==> config.mk <==
export PLATFORM = sky130hd
export DESIGN_NAME = evg_tx_framer_flat
export DESIGN_NICKNAME = d
export VERILOG_FILES = /design/src/rtl/evg_tx_framer_if.sv /design/src/rtl/evg_tx_framer.sv /design/src/flat_wrapper.sv
export SDC_FILE = /design/constraint.sdc
export NUM_CORES = 1
export LEC_CHECK = 0
export CAP_MARGIN = 25
export CORE_MARGIN = 3
export CORE_UTILIZATION = 45
export CTS_CLUSTER_SIZE = 14
export DETAILED_ROUTE_END_ITERATION = 8
export HOLD_SLACK_MARGIN = 0.12
export SETUP_SLACK_MARGIN = 0.02
export SLEW_MARGIN = 20
export SYNTH_ARGS = -nofsm -noshare
export SYNTH_HDL_FRONTEND = slang
export SYNTH_SLANG_ARGS = --single-unit
==> constraint.sdc <==
create_clock -name clk -period 7.7 [get_ports clk]
set_input_delay 1.54 -clock clk [delete_from_list [all_inputs] [get_ports clk]]
set_output_delay 1.54 -clock clk [all_outputs]
set_load 0.01 [all_outputs]
==> src/rtl/evg_tx_framer_if.sv <==
// Event-link transmit framer bus: event/beacon requests, dbus, shared-data buffer
// and frame control on the input side, link word and status on the output side.
interface evg_tx_framer_if #(
    parameter int SD_DEPTH = 64
);
    localparam int SD_AW = $clog2(SD_DEPTH);

    logic [7:0]       ev_code;
    logic             ev_valid;
    logic             ev_ready;
    logic             beacon_req;
    logic [7:0]       dbus;
    logic             sd_wr_en;
    logic [SD_AW-1:0] sd_wr_addr;
    logic [7:0]       sd_wr_data;
    logic             sd_send;
    logic [7:0]       sd_addr;
    logic [SD_AW:0]   sd_len;
    logic             sd_busy;
    logic             sd_err;
    logic [15:0]      tx_data;
    logic [1:0]       tx_charisk;

    modport master (
        output ev_code, ev_valid, beacon_req, dbus,
        output sd_wr_en, sd_wr_addr, sd_wr_data, sd_send, sd_addr, sd_len,
        input  ev_ready, sd_busy, sd_err, tx_data, tx_charisk
    );

    modport slave (
        input  ev_code, ev_valid, beacon_req, dbus,
        input  sd_wr_en, sd_wr_addr, sd_wr_data, sd_send, sd_addr, sd_len,
        output ev_ready, sd_busy, sd_err, tx_data, tx_charisk
    );
endinterface

==> src/rtl/evg_tx_framer.sv <==
// Transmit framer for the 16-bit event link: upper byte carries beacons/commas/events,
// lower byte carries dbus or shared-data frames. Define EVG_TX_CSUM_EN to append a 16-bit checksum.
module evg_tx_framer #(
    parameter int COMMA_PERIOD = 4,
    parameter int SD_DEPTH     = 64,
    localparam int SD_AW       = $clog2(SD_DEPTH)
) (
    input logic            clk,
    input logic            resetn,
    evg_tx_framer_if.slave bus
);
    localparam int             CW           = $clog2(COMMA_PERIOD);
    localparam logic [CW-1:0]  COMMA_RELOAD = CW'(COMMA_PERIOD - 1);
    localparam logic [SD_AW:0] LEN_MAX      = (SD_AW + 1)'(SD_DEPTH);
    localparam logic [7:0]     K_COMMA      = 8'hBC;
    localparam logic [7:0]     BEACON       = 8'h7E;
    localparam logic [7:0]     K_SOF        = 8'h1C;
    localparam logic [7:0]     K_EOF        = 8'h3C;

    localparam logic [2:0] S_IDLE = 3'd0;
    localparam logic [2:0] S_SOF  = 3'd1;
    localparam logic [2:0] S_ADDR = 3'd2;
    localparam logic [2:0] S_DATA = 3'd3;
    localparam logic [2:0] S_EOF  = 3'd4;
`ifdef EVG_TX_CSUM_EN
    localparam logic [2:0] S_CSH  = 3'd5;
    localparam logic [2:0] S_CSL  = 3'd6;

    function automatic logic [15:0] csum16(input logic [15:0] sum);
        return ~sum + 16'd1;
    endfunction
`endif

    // state_r names the lower-byte phase currently on tx_data
    logic [CW-1:0]    comma_cnt_r;
    logic [2:0]       state_r;
    logic [SD_AW-1:0] idx_r;
    logic [SD_AW:0]   len_r;
    logic [7:0]       addr_r;
    logic [7:0]       sd_buf_r [SD_DEPTH];
    logic [15:0]      tx_data_r;
    logic [1:0]       tx_charisk_r;
    logic             sd_busy_r;
    logic             sd_err_r;
`ifdef EVG_TX_CSUM_EN
    logic [15:0]      sum_r;
    logic [15:0]      sum_next_s;
    logic [15:0]      csum_s;
`endif

    logic             comma_due_s;
    logic             ev_ready_s;
    logic             ev_take_s;
    logic             ev_bad_s;
    logic [7:0]       up_byte_s;
    logic             up_k_s;
    logic [CW-1:0]    cnt_next_s;
    logic             busy_s;
    logic             len_bad_s;
    logic             send_ok_s;
    logic             err_s;
    logic             wr_ok_s;
    logic [2:0]       state_next_s;
    logic [SD_AW-1:0] idx_next_s;
    logic [7:0]       lo_byte_s;
    logic             lo_k_s;

    assign comma_due_s = (comma_cnt_r == {CW{1'b0}});
    assign ev_ready_s  = resetn & ~bus.beacon_req & ~comma_due_s;
    assign ev_take_s   = ev_ready_s & bus.ev_valid;
    assign ev_bad_s    = ev_take_s & ((bus.ev_code == BEACON) | (bus.ev_code == K_COMMA));
    assign busy_s      = (state_r != S_IDLE);
    assign len_bad_s   = (bus.sd_len == {(SD_AW + 1){1'b0}}) | (bus.sd_len > LEN_MAX);
    assign send_ok_s   = bus.sd_send & ~busy_s & ~len_bad_s;
    assign wr_ok_s     = bus.sd_wr_en & ~busy_s;
    assign err_s       = (bus.sd_send & (busy_s | len_bad_s)) | (bus.sd_wr_en & busy_s) | ev_bad_s;

    // Upper byte selection and comma scheduling
    always_comb begin
        up_byte_s  = 8'h00;
        up_k_s     = 1'b0;
        cnt_next_s = comma_cnt_r;
        if (bus.beacon_req) begin
            up_byte_s  = BEACON;
            cnt_next_s = comma_due_s ? comma_cnt_r : comma_cnt_r - CW'(1);
        end else if (comma_due_s) begin
            up_byte_s  = K_COMMA;
            up_k_s     = 1'b1;
            cnt_next_s = COMMA_RELOAD;
        end else begin
            up_byte_s  = (ev_take_s && !ev_bad_s) ? bus.ev_code : 8'h00;
            cnt_next_s = comma_cnt_r - CW'(1);
        end
    end

    // Lower byte frame sequencing; the byte registered is that of the next phase
    always_comb begin
        state_next_s = state_r;
        idx_next_s   = idx_r;
        lo_byte_s    = bus.dbus;
        lo_k_s       = 1'b0;
`ifdef EVG_TX_CSUM_EN
        sum_next_s   = sum_r;
        csum_s       = csum16(sum_r);
`endif
        case (state_r)
            S_IDLE: begin
                if (send_ok_s) begin
                    state_next_s = S_SOF;
                end else begin
                    state_next_s = S_IDLE;
                end
            end
            S_SOF:  state_next_s = S_ADDR;
            S_ADDR: begin
                state_next_s = S_DATA;
                idx_next_s   = {SD_AW{1'b0}};
            end
            S_DATA: begin
                if ({1'b0, idx_r} == len_r - (SD_AW + 1)'(1)) begin
                    state_next_s = S_EOF;
                end else begin
                    idx_next_s = idx_r + SD_AW'(1);
                end
            end
`ifdef EVG_TX_CSUM_EN
            S_EOF:  state_next_s = S_CSH;
            S_CSH:  state_next_s = S_CSL;
            S_CSL:  state_next_s = S_IDLE;
`else
            S_EOF:  state_next_s = S_IDLE;
`endif
            default: state_next_s = S_IDLE;
        endcase

        case (state_next_s)
            S_IDLE: lo_byte_s = bus.dbus;
            S_SOF: begin
                lo_byte_s = K_SOF;
                lo_k_s    = 1'b1;
`ifdef EVG_TX_CSUM_EN
                sum_next_s = {8'h00, bus.sd_addr};
`endif
            end
            S_ADDR: lo_byte_s = addr_r;
            S_DATA: begin
                lo_byte_s = sd_buf_r[idx_next_s];
`ifdef EVG_TX_CSUM_EN
                sum_next_s = sum_r + {8'h00, sd_buf_r[idx_next_s]};
`endif
            end
            S_EOF: begin
                lo_byte_s = K_EOF;
                lo_k_s    = 1'b1;
            end
`ifdef EVG_TX_CSUM_EN
            S_CSH:  lo_byte_s = csum_s[15:8];
            S_CSL:  lo_byte_s = csum_s[7:0];
`endif
            default: lo_byte_s = bus.dbus;
        endcase
    end

    // Control state and registered link outputs
    always_ff @(posedge clk) begin
        if (!resetn) begin
            comma_cnt_r  <= {CW{1'b0}};
            state_r      <= S_IDLE;
            idx_r        <= {SD_AW{1'b0}};
            len_r        <= {(SD_AW + 1){1'b0}};
            addr_r       <= 8'h00;
            tx_data_r    <= 16'h0000;
            tx_charisk_r <= 2'b00;
            sd_busy_r    <= 1'b0;
            sd_err_r     <= 1'b0;
`ifdef EVG_TX_CSUM_EN
            sum_r        <= 16'h0000;
`endif
        end else begin
            comma_cnt_r  <= cnt_next_s;
            state_r      <= state_next_s;
            idx_r        <= idx_next_s;
            if (send_ok_s) begin
                len_r  <= bus.sd_len;
                addr_r <= bus.sd_addr;
            end
            tx_data_r    <= {up_byte_s, lo_byte_s};
            tx_charisk_r <= {up_k_s, lo_k_s};
            sd_busy_r    <= (state_next_s != S_IDLE);
            sd_err_r     <= err_s;
`ifdef EVG_TX_CSUM_EN
            sum_r        <= sum_next_s;
`endif
        end
    end

    // Shared-data byte buffer; writes are only taken between frames
    always_ff @(posedge clk) begin
        if (resetn && wr_ok_s) begin
            sd_buf_r[bus.sd_wr_addr] <= bus.sd_wr_data;
        end
    end

    assign bus.ev_ready   = ev_ready_s;
    assign bus.tx_data    = tx_data_r;
    assign bus.tx_charisk = tx_charisk_r;
    assign bus.sd_busy    = sd_busy_r;
    assign bus.sd_err     = sd_err_r;
endmodule

==> src/flat_wrapper.sv <==
// flat-port wrapper written by rule: the top's interface ports become plain ports
module evg_tx_framer_flat 
#(
    parameter int COMMA_PERIOD = 4,
    parameter int SD_DEPTH     = 64,
    localparam int SD_AW       = $clog2(SD_DEPTH)
)
  (clk, resetn, bus_ev_code, bus_ev_valid, bus_beacon_req, bus_dbus, bus_sd_wr_en, bus_sd_wr_addr, bus_sd_wr_data, bus_sd_send, bus_sd_addr, bus_sd_len, bus_ev_ready, bus_sd_busy, bus_sd_err, bus_tx_data, bus_tx_charisk);
  evg_tx_framer_if #(.SD_DEPTH(SD_DEPTH)) bus_i ();
  input logic clk;
  input logic resetn;
  input wire logic [$bits(bus_i.ev_code)-1:0] bus_ev_code;
  input wire logic [$bits(bus_i.ev_valid)-1:0] bus_ev_valid;
  input wire logic [$bits(bus_i.beacon_req)-1:0] bus_beacon_req;
  input wire logic [$bits(bus_i.dbus)-1:0] bus_dbus;
  input wire logic [$bits(bus_i.sd_wr_en)-1:0] bus_sd_wr_en;
  input wire logic [$bits(bus_i.sd_wr_addr)-1:0] bus_sd_wr_addr;
  input wire logic [$bits(bus_i.sd_wr_data)-1:0] bus_sd_wr_data;
  input wire logic [$bits(bus_i.sd_send)-1:0] bus_sd_send;
  input wire logic [$bits(bus_i.sd_addr)-1:0] bus_sd_addr;
  input wire logic [$bits(bus_i.sd_len)-1:0] bus_sd_len;
  output wire logic [$bits(bus_i.ev_ready)-1:0] bus_ev_ready;
  output wire logic [$bits(bus_i.sd_busy)-1:0] bus_sd_busy;
  output wire logic [$bits(bus_i.sd_err)-1:0] bus_sd_err;
  output wire logic [$bits(bus_i.tx_data)-1:0] bus_tx_data;
  output wire logic [$bits(bus_i.tx_charisk)-1:0] bus_tx_charisk;
  assign bus_i.ev_code = bus_ev_code;
  assign bus_i.ev_valid = bus_ev_valid;
  assign bus_i.beacon_req = bus_beacon_req;
  assign bus_i.dbus = bus_dbus;
  assign bus_i.sd_wr_en = bus_sd_wr_en;
  assign bus_i.sd_wr_addr = bus_sd_wr_addr;
  assign bus_i.sd_wr_data = bus_sd_wr_data;
  assign bus_i.sd_send = bus_sd_send;
  assign bus_i.sd_addr = bus_sd_addr;
  assign bus_i.sd_len = bus_sd_len;
  assign bus_ev_ready = bus_i.ev_ready;
  assign bus_sd_busy = bus_i.sd_busy;
  assign bus_sd_err = bus_i.sd_err;
  assign bus_tx_data = bus_i.tx_data;
  assign bus_tx_charisk = bus_i.tx_charisk;
  evg_tx_framer #(.COMMA_PERIOD(COMMA_PERIOD), .SD_DEPTH(SD_DEPTH)) u_core (.clk(clk), .resetn(resetn), .bus(bus_i));
endmodule
# ---- After elaboration in Yosys (flattened, before gate mapping)
# Memory sizes are Yosys's and may differ from the RTL's.
# Index checks and enable logic that the tools add are counted.
dict set report classes {
  reduce_logical 11
  bitwise_logic 20
  n_eq_ne 11
  order_cmp 1
  muxes 16
  n_addsub 3
}
# op count
set ops {}
lappend ops {{$pmux 8 s4} 1}
lappend ops {{$mux 8} 2}
lappend ops {{$eq 3x2->1 const B} 4}
lappend ops {{$pmux 3 s4} 1}
lappend ops {{$pmux 6 s2} 1}
lappend ops {{$and 1x1->1} 9}
lappend ops {{$eq 8x7->1 const B} 1}
lappend ops {{$eq 8x8->1 const B} 1}
lappend ops {{$eq 6x7->1} 1}
lappend ops {{$gt 7x7->1 const B} 1}
lappend ops {{$logic_not 7->1} 1}
lappend ops {{$mux 7} 1}
lappend ops {{$sub 7x1->7 const B} 1}
lappend ops {{$add 6x1->6 const B} 1}
lappend ops {{$eq 3x1->1 const B} 2}
lappend ops {{$mux 2} 3}
lappend ops {{$mux 6} 1}
lappend ops {{$not 1->1} 6}
lappend ops {{$reduce_bool 3->1} 2}
lappend ops {{$mux 1} 5}
lappend ops {{$or 1x1->1} 5}
lappend ops {{$reduce_or 2->1} 2}
lappend ops {{$reduce_or 4->1} 1}
lappend ops {{$eq 3x3->1 const B} 1}
lappend ops {{other kinds (7)} 8}
dict set report totals {
  regBits 46
  ram_bits 512
  memories 1
  elab_cells 75
  out_inout_bits 21
}
# name depth width rd rd_ports_with_merged_regs wr line_no
set memory_table {}
lappend memory_table {u_core.sd_buf_r 64 8 1 0 1 evg_tx_framer.sv:40} ;# logic [7:0] sd_buf_r [SD_DEPTH];

# ---- Depth between registers and ports, before layout
# Gate-level depths: netlist (run 1).
dict set report logic_depth {
  depth_word 10
  mapped_depth 17
  ltp_nobuf 13
}

# ---- Worst setup path before layout (run 1)
# Ideal clock, no wire load.
dict set report synth_path {
  path_kind {input-to-reg}
  startpoint {input bus_sd_len[2]}
  endpoint {register u_core.tx_data_r[3] (netlist: u_core.bus.tx_data[3])}
  path_slack_ns 3.958
  setup_ns 0.124
  stages 11
  path_buffers 1
  arrival_ns 3.617
  required_time_ns 7.576
  cell_sequence {or4_1 -> nor3_1 -> xnor2_1 -> nand3_1 -> clkbuf_1 -> nand2_1 -> o21ai_0 -> a21oi_1 -> a41o_1 -> a211oi_1 -> o21ai_1}
}
dict set report synth_via {
  elab_chain_len 8
}
# element line_no
set synth_rtl {}
lappend synth_rtl {{start: declaration} flat_wrapper.sv:21} ;# input wire logic [$bits(bus_i.sd_len)-1:0] bus_sd_len;
lappend synth_rtl {{$gt 7x7->1 or $logic_not 7->1 (tied branches)} evg_tx_framer.sv:73} ;# assign len_bad_s = (bus.sd_len == {(SD_AW + 1){1'b0}}) | (bus.sd_len > LEN_MAX);
lappend synth_rtl {{$or 1x1->1 (*)} evg_tx_framer.sv:73}
lappend synth_rtl {{$not 1->1 (*)} evg_tx_framer.sv:74} ;# assign send_ok_s = bus.sd_send & ~busy_s & ~len_bad_s;
lappend synth_rtl {{$and 1x1->1 (*)} evg_tx_framer.sv:74}
lappend synth_rtl {{$mux 1 (*)} evg_tx_framer.sv:108} ;# if (send_ok_s) begin
lappend synth_rtl {{$pmux 3 s4 (*)} evg_tx_framer.sv:106} ;# case (state_r)
lappend synth_rtl {{$eq 3x3->1 (tied with other cells)} evg_tx_framer.sv:136} ;# case (state_next_s)
lappend synth_rtl {{$pmux 8 s4 (*)} evg_tx_framer.sv:136}
lappend synth_rtl {{end signal: assignment} evg_tx_framer.sv:187} ;# tx_data_r <= {up_byte_s, lo_byte_s};
lappend synth_rtl {{end: declaration} evg_tx_framer.sv:41} ;# logic [15:0] tx_data_r;
# Every way passes the cells marked *; elsewhere a longest branch is shown, timed or not.
# A chain may end at the register's enable or synchronous reset.

# ---- Final worst setup path (run 1)
dict set report layout_path {
  startpoint {register u_core.len_r[0]}
  endpoint {register u_core.tx_data_r[0] (netlist: u_core.bus.tx_data[0])}
}
dict set report layout_via {
  elab_chain_len 6
}
# element line_no
set layout_rtl {}
lappend layout_rtl {{start: declaration} evg_tx_framer.sv:38} ;# logic [SD_AW:0] len_r;
lappend layout_rtl {{start signal: assignment} evg_tx_framer.sv:170} ;# len_r <= {(SD_AW + 1){1'b0}};
lappend layout_rtl {{start signal: assignment} evg_tx_framer.sv:184} ;# len_r <= bus.sd_len;
lappend layout_rtl {{$sub 7x1->7 (*)} evg_tx_framer.sv:120} ;# if ({1'b0, idx_r} == len_r - (SD_AW + 1)'(1)) begin
lappend layout_rtl {{$eq 6x7->1 (*)} evg_tx_framer.sv:120}
lappend layout_rtl {{$mux 6 or $mux 3 (tied branches)} evg_tx_framer.sv:120}
lappend layout_rtl {{$pmux 6 s2 or $pmux 3 s4 (tied branches)} evg_tx_framer.sv:106}
lappend layout_rtl {{$mem_v2 64x8 (tied with other cells)} --}
lappend layout_rtl {{$pmux 8 s4 (*)} evg_tx_framer.sv:136}
# Marks and branches as above.

==> results of run 1 <==
-- layer usage --
layer	global-route usage, %	share of wire (%)
met1	33.1	43
met2	37.4	47
met3	4.64	8.2
met4	6.37	2.5
met5	0	0
-- per-stage QoR --
step	hold WS, ns	setup WS (ns)	area [um2]	power [W]
after floorplan	0.463	3.96	22700	0.00356
after global placement	0.481	2.60	24000	0.00372
after detailed placement	0.493	2.59	24000	0.00373
after CTS	0.507	2.59	25900	0.00648
after global routing	0.540	2.40	25900	0.00664
final	0.508	2.57	25900	0.00645
-- final timing paths --
kind	startpoint	slack, ns	to
max	u_core.len_r[0]$_SDFFE_PN0P_	2.57	u_core.bus.tx_data[0]$_SDFF_PN0_
max reg2reg	u_core.len_r[0]$_SDFFE_PN0P_	2.57	u_core.bus.tx_data[0]$_SDFF_PN0_
min	u_core.addr_r[6]$_SDFFE_PN0P_	0.51	u_core.addr_r[6]$_SDFFE_PN0P_
min reg2reg	u_core.addr_r[6]$_SDFFE_PN0P_	0.51	u_core.addr_r[6]$_SDFFE_PN0P_
-- worst reg2reg max path, cell delays in order (launching register included) --
cell and delay [ns]:
sky130_fd_sc_hd__dfxtp_1 0.35, sky130_fd_sc_hd__or4_1 0.56, sky130_fd_sc_hd__or3_4 0.36, sky130_fd_sc_hd__and3_4 0.20, sky130_fd_sc_hd__o31ai_4 0.47, sky130_fd_sc_hd__nand3_2 0.31
sky130_fd_sc_hd__nand2_8 0.64, sky130_fd_sc_hd__buf_4 0.56, sky130_fd_sc_hd__mux2i_1 0.25, sky130_fd_sc_hd__a32oi_1 0.09, sky130_fd_sc_hd__and3_1 0.25, sky130_fd_sc_hd__nor4_1 0.78
sky130_fd_sc_hd__o31ai_1 0.17
-- power by group through the flow --
stage	Combinational [W]	Sequential, W	Clock, W
finish	0.000313	0.00335	0.00278
global route	0.000340	0.00335	0.00295
CTS	0.000314	0.00335	0.00282
detailed placement	0.000313	0.00341	0
global placement	0.000308	0.00341	0
floorplan	0.000145	0.00341	0
-- state kept, by name, summed over array words and instances, names as in the netlist --
| register | flops |
|---|---|
| u_core.comma_cnt_r | 2 |
| u_core.state_r | 3 |
| u_core.bus.sd_err | 1 |
| u_core.idx_r | 6 |
| u_core.bus.tx_charisk | 2 |
| u_core.bus.sd_busy | 1 |
| u_core.addr_r | 8 |
| u_core.sd_buf_r | 512 |
| u_core.len_r | 7 |
| u_core.bus.tx_data | 16 |
-- Yosys cell counts (4+ instances only) --
master	number
sky130_fd_sc_hd__xnor2_1	5
sky130_fd_sc_hd__a311o_1	5
sky130_fd_sc_hd__o22ai_1	7
sky130_fd_sc_hd__buf_1	13
sky130_fd_sc_hd__and3_1	36
sky130_fd_sc_hd__inv_1	8
sky130_fd_sc_hd__a41o_1	6
sky130_fd_sc_hd__a31oi_1	24
sky130_fd_sc_hd__o21ai_0	15
sky130_fd_sc_hd__mux2_2	4
sky130_fd_sc_hd__nor2_1	127
sky130_fd_sc_hd__mux2i_1	81
sky130_fd_sc_hd__o2111ai_1	5
sky130_fd_sc_hd__edfxtp_1	512
sky130_fd_sc_hd__a2111oi_0	18
sky130_fd_sc_hd__nand4_1	8
sky130_fd_sc_hd__nor3b_1	4
sky130_fd_sc_hd__nand3_1	102
sky130_fd_sc_hd__a311oi_1	12
sky130_fd_sc_hd__clkbuf_1	39
sky130_fd_sc_hd__a211oi_1	10
sky130_fd_sc_hd__nand2_1	369
sky130_fd_sc_hd__a32o_1	6
sky130_fd_sc_hd__a21oi_1	46
sky130_fd_sc_hd__nor2b_1	6
sky130_fd_sc_hd__a221o_1	11
sky130_fd_sc_hd__buf_2	42
sky130_fd_sc_hd__a221oi_1	9
sky130_fd_sc_hd__a32oi_1	24
sky130_fd_sc_hd__o211ai_1	6
sky130_fd_sc_hd__and2_1	18
sky130_fd_sc_hd__buf_4	7
sky130_fd_sc_hd__dfxtp_1	46
sky130_fd_sc_hd__nor3_1	16
-- layout make-up --
| class | instances | area [um2] | share of cell area (%) |
|---|---|---|---|
| flip-flops and latches | 558 | 16300 | 62.9 |
| multi-input cells | 1045 | 5990 | 23.1 |
| clock buffers | 71 | 1540 | 5.95 |
| repair buffers | 96 | 883 | 3.41 |
| well taps | 664 | 831 | 3.21 |
| clock inverters | 37 | 344 | 1.33 |
| inverters | 8 | 30.0 | 0.116 |
-- cells by family after synthesis --
| kind of cell | after synthesis | share of synthesized area (%) |
|---|---|---|
| flops | 558 | 71.7 |
| fa+ha+maj | 3 | 0.165 |
| buf+inv | 111 | 2.25 |
| xor+xnor | 8 | 0.369 |
| simple gates | 714 | 13.8 |
| mux | 86 | 3.82 |
| compound gates | 234 | 7.90 |
==> flow_summary.html, run 1 <==
<table>
<tr><th>Metric</th><th>Value</th></tr>
<tr><th colspan="2">Critical path</th></tr>
<tr><td>Start-to-end type of the worst setup path</td><td>reg -&gt; reg</td></tr>
<tr><td>R2R depth</td><td>12</td></tr>
<tr><td>Number of cells on the critical path</td><td>12</td></tr>
<tr><td>Data required, critical path</td><td>8.15 ns</td></tr>
<tr><td>Max incr delay on CP</td><td>0.78 ns</td></tr>
<tr><td>Crit-path cells</td><td>or4_1 &gt; or3_4 &gt; and3_4 &gt; o31ai_4 &gt; nand3_2 &gt; nand2_8 &gt; buf_4 &gt; mux2i_1 &gt; a32oi_1 &gt; and3_1 &gt; nor4_1 &gt; o31ai_1</td></tr>
<tr><td>Cell at the slowest stage of the critical path</td><td>sky130_fd_sc_hd__nor4_1</td></tr>
<tr><td>Critical path's top delay family</td><td>simple AND/OR/NAND/NOR gates</td></tr>
<tr><td>Maximum fanout count along the critical path</td><td>103</td></tr>
<tr><td>Sum of buffers and inverters on the critical path</td><td>1</td></tr>
<tr><td>Category of the worst setup path launch point</td><td>register</td></tr>
<tr><td>Arrival time of the worst setup path</td><td>5.59 ns</td></tr>
<tr><td>Crit. End Element</td><td>register</td></tr>
<tr><th colspan="2">Timing</th></tr>
<tr><td>Worst slew pin tran</td><td>1.13 ns</td></tr>
<tr><td>Worst clock skew</td><td>0.0231 ns</td></tr>
<tr><td>Final setup violating endpoints</td><td>0</td></tr>
<tr><td>Final critical delay including setup and external delays</td><td>5.13 ns</td></tr>
<tr><td>Count of pins over their slew limit</td><td>0</td></tr>
<tr><td>Worst slew margin relative to its limit</td><td>24.6%</td></tr>
<tr><td>Final TNS setup</td><td>0 ns</td></tr>
<tr><td>Unrepaired setup endpoints after global routing</td><td>false</td></tr>
<tr><td>Fraction of the cycle the final worst path needs</td><td>66.7%</td></tr>
<tr><td>Upper clock frequency limit</td><td>0.195 GHz</td></tr>
<tr><td>Hold violation count in the final report</td><td>0</td></tr>
<tr><th colspan="2">Layout</th></tr>
<tr><td>Fillers</td><td>4,221</td></tr>
<tr><td>Antenna diodes</td><td>0</td></tr>
<tr><td>Most common cell after layout, fill and taps aside</td><td>sky130_fd_sc_hd__edfxtp_1</td></tr>
<tr><td>Final non-filler cell total</td><td>2,479</td></tr>
<tr><td>Final net count</td><td>1,821</td></tr>
<tr><td>Utilization of the core after routing</td><td>52.4%</td></tr>
<tr><td>Proportion of layout cells with a drive suffix above 1</td><td>8.10%</td></tr>
<tr><td>Commonest cells after routing, fill and taps aside</td><td>512 x sky130_fd_sc_hd__edfxtp_1, 369 x sky130_fd_sc_hd__nand2_1, 126 x sky130_fd_sc_hd__nor2_1, 102 x sky130_fd_sc_hd__nand3_1, 79 x sky130_fd_sc_hd__mux2i_1</td></tr>
<tr><td>Synth-to-layout area growth</td><td>14.0%</td></tr>
<tr><th colspan="2">CTS</th></tr>
<tr><td>Number of buffers on the longest clock path</td><td>3</td></tr>
<tr><td>Root buf cell</td><td>sky130_fd_sc_hd__clkbuf_16</td></tr>
<tr><td>Cts-stage hold buffer count</td><td>0</td></tr>
<tr><td>Number of clock sinks seen by CTS</td><td>558</td></tr>
<tr><td>Post_cts resized</td><td>0</td></tr>
<tr><td>TritonCTS clock tree</td><td>yes</td></tr>
<tr><td>Cts bufs inserted</td><td>58</td></tr>
<tr><td>Post-CTS setup buffer count</td><td>0</td></tr>
<tr><td>Latest clock arrival within the worst-skew pair</td><td>0.62 ns</td></tr>
<tr><td>Clock transition at the registers of the reported paths</td><td>0.06 ns</td></tr>
<tr><td>CTS HTree Levels</td><td>2</td></tr>
<tr><th colspan="2">Outcome</th></tr>
<tr><td>Result of the run</td><td>complete, no violations</td></tr>
<tr><th colspan="2">GRT</th></tr>
<tr><td>Total overflow reported by the global router</td><td>0</td></tr>
<tr><td>GRT Overall Usage</td><td>23.5%</td></tr>
<tr><td>First-pass GRT wire length</td><td>93.2 mm</td></tr>
<tr><td>Largest net degree at the start of global routing</td><td>159</td></tr>
<tr><td>Number of antenna violations at the first check in global routing</td><td>0</td></tr>
<tr><td>Via count of the first global-routing pass</td><td>13,900</td></tr>
<tr><th colspan="2">Power</th></tr>
<tr><td>Net switching share of the total power</td><td>21.5%</td></tr>
<tr><td>Reg power frac</td><td>52.0%</td></tr>
<tr><td>Cell area power density</td><td>249 nW/um2</td></tr>
<tr><td>Power dissipated by switching net loads</td><td>0.00138 W</td></tr>
<tr><td>Share of power burned in the clock network</td><td>43.2%</td></tr>
<tr><td>Combinational share of power</td><td>4.9%</td></tr>
<tr><td>IR drop worst, VDD</td><td>0.193 mV</td></tr>
<tr><td>Cell leakage power</td><td>8.52 nW</td></tr>
<tr><td>Internal power component</td><td>0.00506 W</td></tr>
<tr><th colspan="2">Hold path</th></tr>
<tr><td>Cell count of the worst hold path</td><td>2</td></tr>
<tr><td>Classification of the worst-slack hold path</td><td>reg -&gt; reg</td></tr>
<tr><th colspan="2">Placed design</th></tr>
<tr><td>Number of placed cells counting well taps</td><td>2,371</td></tr>
<tr><td>I/O Buffers</td><td>71</td></tr>
<tr><td>GP Congestion</td><td>0.848</td></tr>
<tr><td>Sum of net half-perimeters after detailed placement</td><td>37.2 mm</td></tr>
<tr><th colspan="2">Detailed routing</th></tr>
<tr><td>Post-route antenna net violation count</td><td>0</td></tr>
<tr><td>DRC Markers</td><td>0</td></tr>
<tr><td>DR WL/cell</td><td>25.3 um</td></tr>
<tr><td>Via density per instance</td><td>5.90</td></tr>
<tr><td>Drt initial violations</td><td>1,834</td></tr>
<tr><td>Final wirelength</td><td>62.6 mm</td></tr>
<tr><td>Overall via count from detail_route</td><td>14,600</td></tr>
<tr><td>Length of the first detailed-routing pass in iterations</td><td>6</td></tr>
<tr><th colspan="2">Floorplanning</th></tr>
<tr><td>DIE HEIGHT</td><td>231 um</td></tr>
<tr><td>Die Area</td><td>53,200 um2</td></tr>
<tr><td>Site row count</td><td>81</td></tr>
<tr><td>DIE WIDTH</td><td>231 um</td></tr>
<tr><td>Placeable core region</td><td>49,500 um2</td></tr>
<tr><td>Starting density of the core</td><td>45.9%</td></tr>
<tr><td>I/O pin count</td><td>72</td></tr>
<tr><th colspan="2">Synth</th></tr>
<tr><td>Average instance area after synthesis</td><td>13.3 um2</td></tr>
<tr><td>Share of synthesized area occupied by flip-flops and latches</td><td>71.7%</td></tr>
<tr><td>Count of distinct cell types in the synthesized netlist</td><td>78</td></tr>
<tr><td>Biggest area contributors in the synthesized netlist</td><td>sky130_fd_sc_hd__edfxtp_1 68%, sky130_fd_sc_hd__nand2_1 6.1%, sky130_fd_sc_hd__dfxtp_1 4.1%</td></tr>
<tr><td>Flip-flop cell with the highest count after synthesis</td><td>sky130_fd_sc_hd__edfxtp_1</td></tr>
<tr><td>Number of flip-flops and latches in the synthesized netlist</td><td>558</td></tr>
<tr><td>Post-synth top area share</td><td>67.7%</td></tr>
<tr><td>Dominant cell type by area after synthesis</td><td>sky130_fd_sc_hd__edfxtp_1</td></tr>
<tr><td>Async set-or-reset flop fraction in the synthesized netlist</td><td>0%</td></tr>
<tr><td>Number of instances in the synthesized netlist</td><td>1,714</td></tr>
<tr><td>Yosys warns</td><td>0</td></tr>
<tr><td>Cell Area, Synth</td><td>22,700 um2</td></tr>
<tr><td>Number of synthesized flops with an enable pin</td><td>512</td></tr>
<tr><td>Synth Net Count</td><td>1,768</td></tr>
<tr><th colspan="2">Run</th></tr>
<tr><td>Max-cap violations</td><td>0</td></tr>
</table>
Note: power is estimated with default switching activity, not from simulation.
==> inputs of run 2 (changes only) <==
Clock period 7.7 ns to 4.65 ns, I/O delays scaled along.
==> run 2 against run 1 <==
Net effect:
- clock power increased by 62%
- wire length increased by 6.1%
- clock skew increased by 0.0057 ns
- total power increased by 64%
- sequential share of layout area decreased by 1.5 points
- global-route usage increased by 1.2 points
==> flow_summary.html, run 2 (synthesis gave the netlist of run 1 again) <==
<table>
<tr><th>Metric</th><th>Value</th></tr>
<tr><th colspan="2">Outcome</th></tr>
<tr><td>Result of the run</td><td>complete, no violations (unchanged)</td></tr>
<tr><th colspan="2">Critical path</th></tr>
<tr><td>R2R depth</td><td>11 (was 12)</td></tr>
<tr><td>Crit. End Element</td><td>register (unchanged)</td></tr>
<tr><td>Data required, critical path</td><td>5.10 ns (was 8.15 ns)</td></tr>
<tr><td>R2R Setup Slk</td><td>0.02 ns (was 2.57 ns)</td></tr>
<tr><td>Arrival time of the worst setup path</td><td>5.08 ns (was 5.59 ns)</td></tr>
<tr><td>Startpoint of the lowest-slack register-to-register path</td><td>u_core.len_r[0]$_SDFFE_PN0P_ (unchanged)</td></tr>
<tr><td>Start-to-end type of the worst setup path</td><td>reg -&gt; reg (unchanged)</td></tr>
<tr><td>Reg2reg end</td><td>u_core.bus.tx_data[0]$_SDFF_PN0_ (unchanged)</td></tr>
<tr><td>Category of the worst setup path launch point</td><td>register (unchanged)</td></tr>
<tr><td>Maximum fanout count along the critical path</td><td>8 (was 103)</td></tr>
<tr><th colspan="2">Floorplanning</th></tr>
<tr><td>Die Area</td><td>53,200 um2 (unchanged)</td></tr>
<tr><td>Placeable core region</td><td>49,500 um2 (unchanged)</td></tr>
<tr><td>I/O pin count</td><td>72 (unchanged)</td></tr>
<tr><td>Starting density of the core</td><td>45.9% (unchanged)</td></tr>
<tr><td>Site row count</td><td>81 (unchanged)</td></tr>
<tr><td>DIE WIDTH</td><td>231 um (unchanged)</td></tr>
<tr><td>DIE HEIGHT</td><td>231 um (unchanged)</td></tr>
<tr><th colspan="2">Layout</th></tr>
<tr><td>Most common cell after layout, fill and taps aside</td><td>sky130_fd_sc_hd__edfxtp_1 (unchanged)</td></tr>
<tr><td>Sequential cell area in the final layout</td><td>16,300 um2 (unchanged)</td></tr>
<tr><td>Synth-to-layout area growth</td><td>16.8% (was 14.0%)</td></tr>
<tr><td>Number of flip-flops under the largest register name</td><td>512 (unchanged)</td></tr>
<tr><td>Commonest cells after routing, fill and taps aside</td><td>512 x sky130_fd_sc_hd__edfxtp_1, 369 x sky130_fd_sc_hd__nand2_1, 126 x sky130_fd_sc_hd__nor2_1, 102 x sky130_fd_sc_hd__nand3_1, 89 x sky130_fd_sc_hd__buf_4 (was 512 x sky130_fd_sc_hd__edfxtp_1, 369 x sky130_fd_sc_hd__nand2_1, 126 x sky130_fd_sc_hd__nor2_1, 102 x sky130_fd_sc_hd__nand3_1, 79 x sky130_fd_sc_hd__mux2i_1)</td></tr>
<tr><td>Proportion of layout cells with a drive suffix above 1</td><td>11.3% (was 8.10%)</td></tr>
<tr><td>Final non-filler cell total</td><td>2,552 (was 2,479)</td></tr>
<tr><td>Register ranked first by flip-flop count</td><td>u_core.sd_buf_r (unchanged)</td></tr>
<tr><td>Multi-input gate area</td><td>6020 um2 (was 5990 um2)</td></tr>
<tr><td>Fillers</td><td>4,195 (was 4,221)</td></tr>
<tr><td>Final net count</td><td>1,896 (was 1,821)</td></tr>
<tr><td>Final instance area</td><td>26,600 um2 (was 25,900 um2)</td></tr>
<tr><td>Antenna diodes</td><td>0 (unchanged)</td></tr>
<tr><th colspan="2">Placed design</th></tr>
<tr><td>I/O Buffers</td><td>71 (unchanged)</td></tr>
<tr><td>GP Congestion</td><td>0.891 (was 0.848)</td></tr>
<tr><td>Sum of net half-perimeters after detailed placement</td><td>42.7 mm (was 37.2 mm)</td></tr>
<tr><td>Placement-stage worst setup slack</td><td>0.0442 ns (was 2.59 ns)</td></tr>
<tr><td>Number of placed cells counting well taps</td><td>2,440 (was 2,371)</td></tr>
<tr><td>Placement-stage cell area</td><td>24,600 um2 (was 24,000 um2)</td></tr>
<tr><th colspan="2">CTS</th></tr>
<tr><td>CTS HTree Levels</td><td>2 (unchanged)</td></tr>
<tr><td>Cts bufs inserted</td><td>57 (was 58)</td></tr>
<tr><td>Number of buffers on the longest clock path</td><td>3 (unchanged)</td></tr>
<tr><td>Clock transition at the registers of the reported paths</td><td>0.06 ns (about the same)</td></tr>
<tr><td>Latest clock arrival within the worst-skew pair</td><td>0.62 ns (about the same)</td></tr>
<tr><td>Root buf cell</td><td>sky130_fd_sc_hd__clkbuf_16 (unchanged)</td></tr>
<tr><td>Cts-stage hold buffer count</td><td>0 (unchanged)</td></tr>
<tr><td>TritonCTS clock tree</td><td>yes (unchanged)</td></tr>
<tr><td>Number of clock sinks seen by CTS</td><td>558 (unchanged)</td></tr>
<tr><th colspan="2">Power</th></tr>
<tr><td>Cell area power density</td><td>399 nW/um2 (was 249 nW/um2)</td></tr>
<tr><td>Cell leakage power</td><td>8.90 nW (was 8.52 nW)</td></tr>
<tr><td>IR drop worst, VDD</td><td>0.280 mV (was 0.193 mV)</td></tr>
<tr><td>Overall Power</td><td>0.0106 W (was 0.00645 W)</td></tr>
<tr><th colspan="2">Detailed routing</th></tr>
<tr><td>DR WL/cell</td><td>26.0 um (was 25.3 um)</td></tr>
<tr><td>Drt initial violations</td><td>1,746 (was 1,834)</td></tr>
<tr><td>Final wirelength</td><td>66.5 mm (was 62.6 mm)</td></tr>
<tr><td>Top layer used by detailed routing</td><td>met5 (was met4)</td></tr>
<tr><td>Detailed-route wire length on metal 1</td><td>27.4 mm (was 26.8 mm)</td></tr>
<tr><td>Via density per instance</td><td>5.93 (was 5.90)</td></tr>
<tr><td>Met3 wirelength from detailed routing</td><td>6.41 mm (was 5.14 mm)</td></tr>
<tr><td>Overall via count from detail_route</td><td>15,100 (was 14,600)</td></tr>
<tr><td>Length of the first detailed-routing pass in iterations</td><td>6 (unchanged)</td></tr>
<tr><td>Wire length on met2</td><td>30.6 mm (was 29.2 mm)</td></tr>
<tr><td>DRC Markers</td><td>0 (unchanged)</td></tr>
<tr><td>Post-route antenna net violation count</td><td>0 (unchanged)</td></tr>
<tr><th colspan="2">Timing</th></tr>
<tr><td>Final critical delay including setup and external delays</td><td>4.63 ns (was 5.13 ns)</td></tr>
<tr><td>Worst slew pin tran</td><td>1.00 ns (was 1.13 ns)</td></tr>
<tr><td>Worst clock skew</td><td>0.0288 ns (was 0.0231 ns)</td></tr>
<tr><td>Hold violation count in the final report</td><td>0 (unchanged)</td></tr>
<tr><td>Count of pins over their slew limit</td><td>0 (unchanged)</td></tr>
<tr><td>Upper clock frequency limit</td><td>0.216 GHz (was 0.195 GHz)</td></tr>
<tr><td>Unrepaired setup endpoints after global routing</td><td>true (was false)</td></tr>
<tr><td>Final setup violating endpoints</td><td>0 (unchanged)</td></tr>
<tr><td>Worst slew margin relative to its limit</td><td>32.8% (was 24.6%)</td></tr>
<tr><td>Fraction of the cycle the final worst path needs</td><td>99.5% (was 66.7%)</td></tr>
<tr><td>Final TNS setup</td><td>0 ns (unchanged)</td></tr>
<tr><td>Crit path setup slack, layout</td><td>0.0227 ns (was 2.57 ns)</td></tr>
<tr><th colspan="2">GRT</th></tr>
<tr><td>Largest net degree at the start of global routing</td><td>65 (was 159)</td></tr>
<tr><td>Via count of the first global-routing pass</td><td>14,700 (was 13,900)</td></tr>
<tr><td>Total overflow reported by the global router</td><td>0 (unchanged)</td></tr>
<tr><td>First-pass GRT wire length</td><td>97.2 mm (was 93.2 mm)</td></tr>
<tr><td>Number of antenna violations at the first check in global routing</td><td>1 (was 0)</td></tr>
<tr><td>GRT Overall Usage</td><td>24.6% (was 23.5%)</td></tr>
<tr><th colspan="2">Run</th></tr>
<tr><td>Max-cap violations</td><td>0 (unchanged)</td></tr>
<tr><th colspan="2">Hold path</th></tr>
<tr><td>Start point of the worst hold path</td><td>u_core.comma_cnt_r[1]$_SDFFE_PN0P_ (was u_core.addr_r[6]$_SDFFE_PN0P_)</td></tr>
<tr><td>Classification of the worst-slack hold path</td><td>reg -&gt; reg (unchanged)</td></tr>
<tr><td>Cell count of the worst hold path</td><td>2 (unchanged)</td></tr>
<tr><td>Worst-case hold path end point</td><td>u_core.comma_cnt_r[1]$_SDFFE_PN0P_ (was u_core.addr_r[6]$_SDFFE_PN0P_)</td></tr>
</table>
run 2: worst max path at each step:
stage	start	end	slack, ns	cells after the start
floorplan	u_core.len_r[0]$_SDFFE_PN0P_	u_core.bus.tx_data[7]$_SDFF_PN0_	1.04	12
global placement	u_core.len_r[0]$_SDFFE_PN0P_	u_core.bus.tx_data[7]$_SDFF_PN0_	0.07	12
detailed placement	u_core.len_r[0]$_SDFFE_PN0P_	u_core.bus.tx_data[7]$_SDFF_PN0_	0.04	12
CTS	u_core.len_r[0]$_SDFFE_PN0P_	u_core.bus.tx_data[0]$_SDFF_PN0_	0.04	12
global route	u_core.len_r[0]$_SDFFE_PN0P_	u_core.bus.tx_data[0]$_SDFF_PN0_	-0.02	11
finish	u_core.len_r[0]$_SDFFE_PN0P_	u_core.bus.tx_data[0]$_SDFF_PN0_	0.02	11
run 2: per-stage QoR:
stage               utilization [%]  hold slack [ns]
global placement               49.8            0.476
detailed placement             49.8            0.485
floorplan                         -            0.463
finish                         53.7            0.496
global route                   53.7            0.526
CTS                            53.5            0.501
run 2: repair_timing:
action | CTS | global route
endpoints found under the setup margin | 0 | 5
setup buffers | 0 | 6
resized for setup | 0 | 4
run 2: final cells by class:
class | count | area share, %
clock buffers | 84 | 6.02
clock inverters | 21 | 0.815
inverters | 8 | 0.113
multi-input cells | 1046 | 22.7
flip-flops and latches | 558 | 61.4
well taps | 664 | 3.13
repair buffers | 171 | 5.87
run 2: routing by layer:
| metal | up-vias | track usage (%) |
|---|---|---|
| li1 | 6703 | - |
| met1 | 7534 | 34.7 |
| met2 | 766 | 38.8 |
| met3 | 129 | 4.75 |
| met4 | 2 | 8.02 |
| met5 | - | 0 |
run 2: critical path: stages, from the launching register on:
cell and delay (ns):
sky130_fd_sc_hd__dfxtp_1 0.35, sky130_fd_sc_hd__or4_1 0.55, sky130_fd_sc_hd__or3_4 0.36, sky130_fd_sc_hd__and4_1 0.27, sky130_fd_sc_hd__o31a_4 0.36, sky130_fd_sc_hd__nor3_1 0.27
sky130_fd_sc_hd__a32o_1 0.61, sky130_fd_sc_hd__buf_4 0.27, sky130_fd_sc_hd__a221o_1 0.28, sky130_fd_sc_hd__a211oi_1 0.11, sky130_fd_sc_hd__a2111oi_0 0.85, sky130_fd_sc_hd__o31ai_1 0.19
run 2: power breakdown:
group          internal [W]  switching (W)
combinational      0.000200       0.000352
clock               0.00259        0.00190
sequential          0.00552      0.0000324
